--- src/rtl/oflow_bbox_feeder.sv ---
// oflow_bbox_feeder: buffers one frame of detected objects from a valid/ready
// write port, then replays them one per cycle as packed bbox vectors to
// feature extraction, honouring a downstream stall and closing with a pulse.
module oflow_bbox_feeder #(
    parameter int unsigned CM_LEN           = 11,
    parameter int unsigned WIDTH_LEN        = 10,
    parameter int unsigned HEIGHT_LEN       = 10,
    parameter int unsigned COLOR_LEN        = 24,
    parameter int unsigned D_HISTORY_LEN    = 3,
    parameter int unsigned DEPTH            = 16,
    parameter int unsigned BBOX_VECTOR_SIZE = 2*CM_LEN + WIDTH_LEN + HEIGHT_LEN
                                              + 2*COLOR_LEN + D_HISTORY_LEN,
    parameter int unsigned CNT_W            = $clog2(DEPTH + 1)
) (
    input  logic                        clk,
    input  logic                        reset_N,
    input  logic                        in_valid,
    output logic                        in_ready,
    input  logic [CM_LEN-1:0]           in_x,
    input  logic [CM_LEN-1:0]           in_y,
    input  logic [WIDTH_LEN-1:0]        in_width,
    input  logic [HEIGHT_LEN-1:0]       in_height,
    input  logic [COLOR_LEN-1:0]        in_color1,
    input  logic [COLOR_LEN-1:0]        in_color2,
    input  logic [D_HISTORY_LEN-1:0]    in_d_history,
    input  logic                        frame_end,
    input  logic                        fe_stall,
    output logic [BBOX_VECTOR_SIZE-1:0] bbox,
    output logic                        fe_enable,
    output logic                        frame_done,
    output logic [CNT_W-1:0]            obj_count,
    output logic                        busy
);

    localparam int unsigned AW = $clog2(DEPTH);

    typedef enum logic [1:0] {
        LOAD = 2'd0,
        SEND = 2'd1,
        DONE = 2'd2
    } state_t;

    state_t                      r_state;
    logic [CNT_W-1:0]            r_cnt;
    logic [CNT_W-1:0]            r_rd;
    logic [BBOX_VECTOR_SIZE-1:0] r_bbox;
    logic                        r_fe_enable;
    logic [BBOX_VECTOR_SIZE-1:0] r_mem [DEPTH];

    logic                        w_full;
    logic                        w_accept;
    logic [BBOX_VECTOR_SIZE-1:0] w_pack;

    assign w_full   = (r_cnt >= CNT_W'(DEPTH));
    assign w_accept = (r_state == LOAD) && in_valid && !w_full;
    assign w_pack   = {in_x, in_y, in_width, in_height,
                       in_color1, in_color2, in_d_history};

    assign in_ready   = (r_state == LOAD) && !w_full;
    assign frame_done = (r_state == DONE);
    assign busy       = (r_state != LOAD);
    assign obj_count  = r_cnt;
    assign bbox       = r_bbox;
    assign fe_enable  = r_fe_enable;

    // Object buffer write; contents intentionally survive reset.
    always_ff @(posedge clk) begin
        if (w_accept) begin
            r_mem[r_cnt[AW-1:0]] <= w_pack;
        end
    end

    // Frame sequencer: load objects, replay them with stall, then flag done.
    always_ff @(posedge clk or negedge reset_N) begin
        if (!reset_N) begin
            r_state     <= LOAD;
            r_cnt       <= '0;
            r_rd        <= '0;
            r_bbox      <= '0;
            r_fe_enable <= 1'b0;
        end else begin
            case (r_state)
                LOAD: begin
                    r_fe_enable <= 1'b0;
                    if (w_accept) begin
                        r_cnt <= r_cnt + CNT_W'(1);
                    end
                    if (frame_end) begin
                        r_state <= SEND;
                    end
                end
                SEND: begin
                    if (r_rd == r_cnt) begin
                        r_fe_enable <= 1'b0;
                        r_state     <= DONE;
                    end else if (!fe_stall) begin
                        r_bbox      <= r_mem[r_rd[AW-1:0]];
                        r_fe_enable <= 1'b1;
                        r_rd        <= r_rd + CNT_W'(1);
                    end else begin
                        r_fe_enable <= 1'b0;
                    end
                end
                DONE: begin
                    r_fe_enable <= 1'b0;
                    r_cnt       <= '0;
                    r_rd        <= '0;
                    r_state     <= LOAD;
                end
                default: begin
                    r_fe_enable <= 1'b0;
                    r_state     <= LOAD;
                end
            endcase
        end
    end

endmodule

--- config.mk ---
export PLATFORM = sky130hd
export DESIGN_NAME = oflow_bbox_feeder
export DESIGN_NICKNAME = d
export VERILOG_FILES = /design/src/rtl/oflow_bbox_feeder.sv
export SDC_FILE = /design/constraint.sdc
export NUM_CORES = 2
export LEC_CHECK = 0
export ABC_CLOCK_PERIOD_IN_PS = 13200
export BUFFER_PORTS_ARGS = -buffer_cell sky130_fd_sc_hd__buf_2
export CAP_MARGIN = 20
export CORE_ASPECT_RATIO = 1.75
export CORE_MARGIN = 2
export CORE_UTILIZATION = 60
export DETAILED_ROUTE_END_ITERATION = 7
export HOLD_SLACK_MARGIN = 0.02
export PLACE_DENSITY_LB_ADDON = 0.3
export SETUP_SLACK_MARGIN = 0.02
export SYNTH_ARGS = -nofsm -noshare
export SYNTH_HDL_FRONTEND = slang
export SYNTH_SLANG_ARGS = --single-unit
--- constraint.sdc ---
create_clock -name clk -period 13.2 [get_ports clk]
set_clock_uncertainty 0.1 [all_clocks]
set_input_delay 0.66 -clock clk [delete_from_list [all_inputs] [get_ports clk]]
set_output_delay 0.66 -clock clk [all_outputs]
set_load 0.005 [all_outputs]
# ---- Word-level counts from Yosys, hierarchy flattened
# Memories as Yosys holds them, arrays and structs flattened. A register that Yosys moved wholly into a read port is not among the register bits.
# Index checks and enable logic that the tools add are counted.
dict set report word_totals {
  reg_bits 13
  latch_bits 0
  ram_bits 1488
  mem_bits_ro 0
  input_bits 98
  output_inout_bits 102
  word_cells 44
  n_memories 1
}
# name words word_bits rd rd_ports_with_merged_regs wr line
set mem_list {}
lappend mem_list {r_mem 16 93 1 1 1 48} ;# logic [BBOX_VECTOR_SIZE-1:0] r_mem [DEPTH];
dict set report op_classes {
  add_sub_neg 2
  n_mul 0
  n_div 0
  magnitude_cmp 1
  n_eq_ne 8
  shift 0
  n_mux 13
  n_bitwise 2
  reduce_logical 13
}
# op n
set op_table {}
lappend op_table {{$pmux W5 S2} 2}
lappend op_table {{$mux W5} 3}
lappend op_table {{$add A5 B1 Y5 const B} 2}
lappend op_table {{$ne A2 B2 Y1 const B} 5}
lappend op_table {{$reduce_and A3 Y1} 2}
lappend op_table {{$reduce_bool A2 Y1} 3}
lappend op_table {{$eq A5 B5 Y1} 1}
lappend op_table {{$ge A5 B5 Y1 const B} 1}
lappend op_table {{$mux W1} 5}
lappend op_table {{$mux W2} 2}
lappend op_table {{$pmux W2 S2} 1}
lappend op_table {{$reduce_and A2 Y1} 2}
lappend op_table {{$logic_and A1 B1 Y1} 3}
lappend op_table {{$eq A2 B1 Y1 const B} 1}
lappend op_table {{$eq A2 B2 Y1 const B} 1}
lappend op_table {{$logic_not A1 Y1} 2}
lappend op_table {{$logic_not A2 Y1} 1}
lappend op_table {{$not A1 Y1} 2}

# ---- Longest topological paths before layout
dict set report depth {
  ltp_word 5
  depth_mapped 9
  mapped_depth_nobuf 6
}

# ---- Least setup slack after synthesis
# No wires, ideal clock.
dict set report synth_timing {
  path_kind {register to register}
  from {reg r_state[1]}
  to {mem r_mem[3][0] (netlist bit) (enable)}
  setup_ps 659
  arrival_time_ps 7527
  required_ps 12441
  setup_slack_ps 4914
  path_stages_with_launch 6
  n_path_buf 1
  period_less_slack_ps 8286
  cell_sequence {dfrtp_1 nor3_1 and2_1 clkbuf_1 nand2_1 nor3_1}
}
dict set report synth_via {
  elab_chain_len 5
}
# item line
set synth_lines {}
lappend synth_lines {{from (decl)} 43} ;# state_t r_state;
lappend synth_lines {{from (signal assigned)} 76} ;# r_state <= LOAD;
lappend synth_lines {{from (signal assigned)} 89} ;# r_state <= SEND;
lappend synth_lines {{from (signal assigned)} 95} ;# r_state <= DONE;
lappend synth_lines {{$logic_not A2 Y1} 55} ;# assign w_accept = (r_state == LOAD) && in_valid && !w_full;
lappend synth_lines {{$logic_and A1 B1 Y1 (2 in a row)} 55}
lappend synth_lines {{$mux W1} 68} ;# if (w_accept) begin
lappend synth_lines {{$mux W1 (implied by the code)} 69} ;# r_mem[r_cnt[AW-1:0]] <= w_pack;
lappend synth_lines {{to (decl)} 48}
# Every way passes these cells.

# ---- Final worst setup path
dict set report layout_timing {
  from {reg r_rd[0]}
  to {reg r_bbox[49] (netlist: bbox[49]) (read register of r_mem)}
}
dict set report layout_via {
  elab_chain_len 3
}
# item line
set layout_lines {}
lappend layout_lines {{from (decl)} 45} ;# logic [CNT_W-1:0] r_rd;
lappend layout_lines {{from (signal assigned)} 99} ;# r_rd <= r_rd + CNT_W'(1);
lappend layout_lines {{$eq A5 B5 Y1} 93} ;# if (r_rd == r_cnt) begin
lappend layout_lines {{$not A1 Y1 (no line)} -}
lappend layout_lines {{$reduce_and A3 Y1 (no line)} -}
lappend layout_lines {{to (decl)} 46} ;# logic [BBOX_VECTOR_SIZE-1:0] r_bbox;
# Several ways; a longest one is shown, not always the timed one.
# A chain may end at the register's enable or synchronous reset.

==> metrics.cfg <==
[synthesis]
synth_cell_types = 31
ys_top_cells_by_area = edfxtp_1 (75%), mux4_2 (14%), dfrtp_1 (4.4%)
synthArstFlopShare = 0.0665
netlist.area_leader.share = 0.749
synth_largest_area_cell = edfxtp_1
synth.cell_area_um2 = 59600
syn_inst = 2565
synth_seq_cells = 1594
yosysMostFrequentCell = edfxtp_1
postSynthAreaPerCell_um2 = 23.2
synth_edf_count = 1488
ys.flop_type = edfxtp_1
ys_seq_area_frac = 0.794
yosys-top-cells-count = edfxtp_1 (1488), mux4_2 (372), a22oi_1 (186), dfrtp_1 (106), a21oi_1 (95)
ys_warn_count = 0
synth.net_count = 2668

[clock_tree]
cts-buffers-inserted = 134
cts-root-buf = clkbuf_16
cts.path.max_buffers = 3
cts.sinks = 1594
clkLatencyLatePin_ns = 0.75
post_cts_buffers = 0
h-tree-depth = 4
cts.clk_slew.worst_paths_ns = 0.06
cts_resized = 0
cts_tree = done

[critical_path]
cp_common_cell = buf_4
worstPathMaxFanout = 47
crit_path_top_delay_cell = dfrtp_4
crit_path_end_kind = flip-flop
crit_arrival_ns = 5.43
criticalPathCategory = flip-flop to flip-flop
worstPathCellList = buf_4 -> buf_4 -> buf_4 -> mux4_2 -> a22oi_1 -> a21oi_1 -> a21o_1
cp.required_ns = 13.73
setup.worst_path.start_class = flip-flop
critPathMaxStageDelay_ns = 0.96

[sta]
fin_crit_sh = 0.372
fin_crit_ns = 4.91
hold_violations = 0
final-setup-viol-count = 0
tightestPinTransition_ns = 1.26
slew_violations = 0
slew_headroom = 0.158
rsz0062_at_grt = false
final.setup.tns_ns = 0
layout_setup_ws_ns = 8.29
max_freq_ghz = 0.204

[grt]
grt_max_degree = 110
grt_pass1_vias = 29800
grt_pass1_wl_um = 200000
grt_antenna_before_repair = 23
overflow = 0
grt_usage = 0.273

[power_and_ir_drop]
intPower_mw = 9.42
ir_worst_vdd_mv = 0.185
p_per_area_nw_per_um2 = 197
p_comb_frac = 0.247
seqPwrFrac = 0.456
leakagePower_nw = 21.7
clkPwrFrac = 0.298
p_sw_mw = 3.66
power.share.switching = 0.280

[die]
die_w_um = 242
start_util = 0.602
dieHeight_um = 421
core_um2 = 99000
die_area_um2 = 102000
io_pins = 200
rows = 153

[layout]
fillers = 6079
area.sequential_um2 = 47300
area_delta_synth_final_pct = 11.2
drive_gt1_frac = 0.290
post-route-util = 0.670
nets = 2904
multiInputGateArea_um2 = 11500

[routing]
drt-total-wl_um = 137000
ant_nets = 0
first_pass_iters = 5
viasPerCell = 6.76
drc_errors = 0
num_vias = 28600
first_iter_violations = 3360
routedWlPerCell_um = 32.4

[placement]
numPortBuffers = 199
gp_congestion = 0.721
place_ws_ns = 8.11
dp_hpwl_um = 64100

[flow_run]
maxCapViolCount = 0

[hold_path]
holdCritPathClass = input port to flip-flop

[outcome]
status = completed

[per-stage QoR]
stage	cells	hold WS, ns	power (mW)	instance area, µm²
floorplan	2565	0.264	8.41	59600
global placement	3980	0.358	9.21	62000
detailed placement	3980	0.361	9.29	62000
CTS	4223	0.0405	13.2	66300
global route	4229	0.0608	13.6	66300
finish	4234	0.0974	13.1	66300
[cells by family (layout without fill, tap and decap cells)]
| group | count (synthesis) | after routing | share of synthesized area |
|---|---|---|---|
| AND/OR/NAND/NOR | 51 | 51 | 0.00405 |
| flip-flops | 1594 | 1594 | 0.794 |
| buffers and inverters | 154 | 496 | 0.0151 |
| adder cells (fa/ha/maj) | 5 | 5 | 0.00105 |
| XOR/XNOR | 9 | 9 | 0.00132 |
| multiplexers | 375 | 375 | 0.141 |
| AO/OA/AOI/OAI | 377 | 377 | 0.0435 |
| other | 0 | 10 | 0 |
[critical path: cells and delay by family (launching register included)]
family | cells | cell delay (ns)
AO/OA/AOI/OAI | 3 | 0.53
buffers and inverters | 3 | 2.47
flip-flops | 1 | 0.96
multiplexers | 1 | 0.64
[cells in the final DEF (no fill, tap or decap), types with 7 or more instances in the layout]
cell        netlist  layout
a21o_1           94      93
a21oi_1          95      95
a22oi_1         186     186
buf_2            55     198
buf_4            19      44
bufinv_16         0       7
clkbuf_1         38      36
clkbuf_16         0     141
clkbuf_8          0      11
clkinv_1          0      10
clkinv_2          0      21
clkinvlp_4        0       9
dfrtp_1         106     104
diode_2           0      10
edfxtp_1       1488    1488
mux4_2          372     372
nand2_1          11      11
nor2_1           21       8
nor2_4            0      13
xor2_1            7       7
[flip-flops by register name, summed over array words and instances, names as in the netlist]
signal,flops
r_rd,5
fe_enable,1
obj_count,5
r_mem,1488
bbox,93
r_state,2
[power by group through the flow]
| stage | clock network (mW) | logic, mW | registers, mW |
|---|---|---|---|
| floorplan | 0 | 2.45 | 5.96 |
| global placement | 0 | 3.15 | 6.06 |
| detailed placement | 0 | 3.23 | 6.07 |
| CTS | 3.94 | 3.26 | 5.96 |
| global route | 4.11 | 3.46 | 5.98 |
| finish | 3.89 | 3.22 | 5.96 |
[repair_timing]
action / CTS / global route
hold buffers: 1 / 0
endpoints found under the setup margin: 0 / 0
hold endpoints to repair: 61 / 0
[routing by layer]
| metal | global-route usage | up-vias | part of all wire |
|---|---|---|---|
| met5 | 0 | - | 0.00085 |
| met4 | 0.0838 | 20 | 0.024 |
| met3 | 0.0554 | 254 | 0.087 |
| met2 | 0.449 | 1632 | 0.51 |
| met1 | 0.374 | 15300 | 0.38 |
| li1 | - | 11400 | - |
[worst paths after layout]
kind                                            from                endpoint  slack [ns]  cells after the start
worst max register to register   r_rd[0]$_DFFE_PN0P_    bbox[49]$_DFFE_PN0P_        8.29                      7
max in group asynchronous                    reset_N    bbox[92]$_DFFE_PN0P_       11.15                      3
worst max-delay path             r_rd[0]$_DFFE_PN0P_    bbox[49]$_DFFE_PN0P_        8.29                      7
worst min-delay path                       frame_end  r_state[0]$_DFFE_PN0P_         0.1                      3
worst min register to register  bbox[57]$_DFFE_PN0P_    bbox[57]$_DFFE_PN0P_        0.37                      1
min in group asynchronous                    reset_N    bbox[72]$_DFFE_PN0P_        0.43                      2
[layout make-up]
type / instances / share of cell area
antenna: 10 / 0.000377
clock buffer: 188 / 0.0575
clock inverter: 54 / 0.00726
inverter: 4 / 0.000226
multi-input combinational: 817 / 0.174
sequential: 1594 / 0.714
tap: 1317 / 0.0248
timing repair buffer: 250 / 0.0222
(Power assumes the default switching activity.)
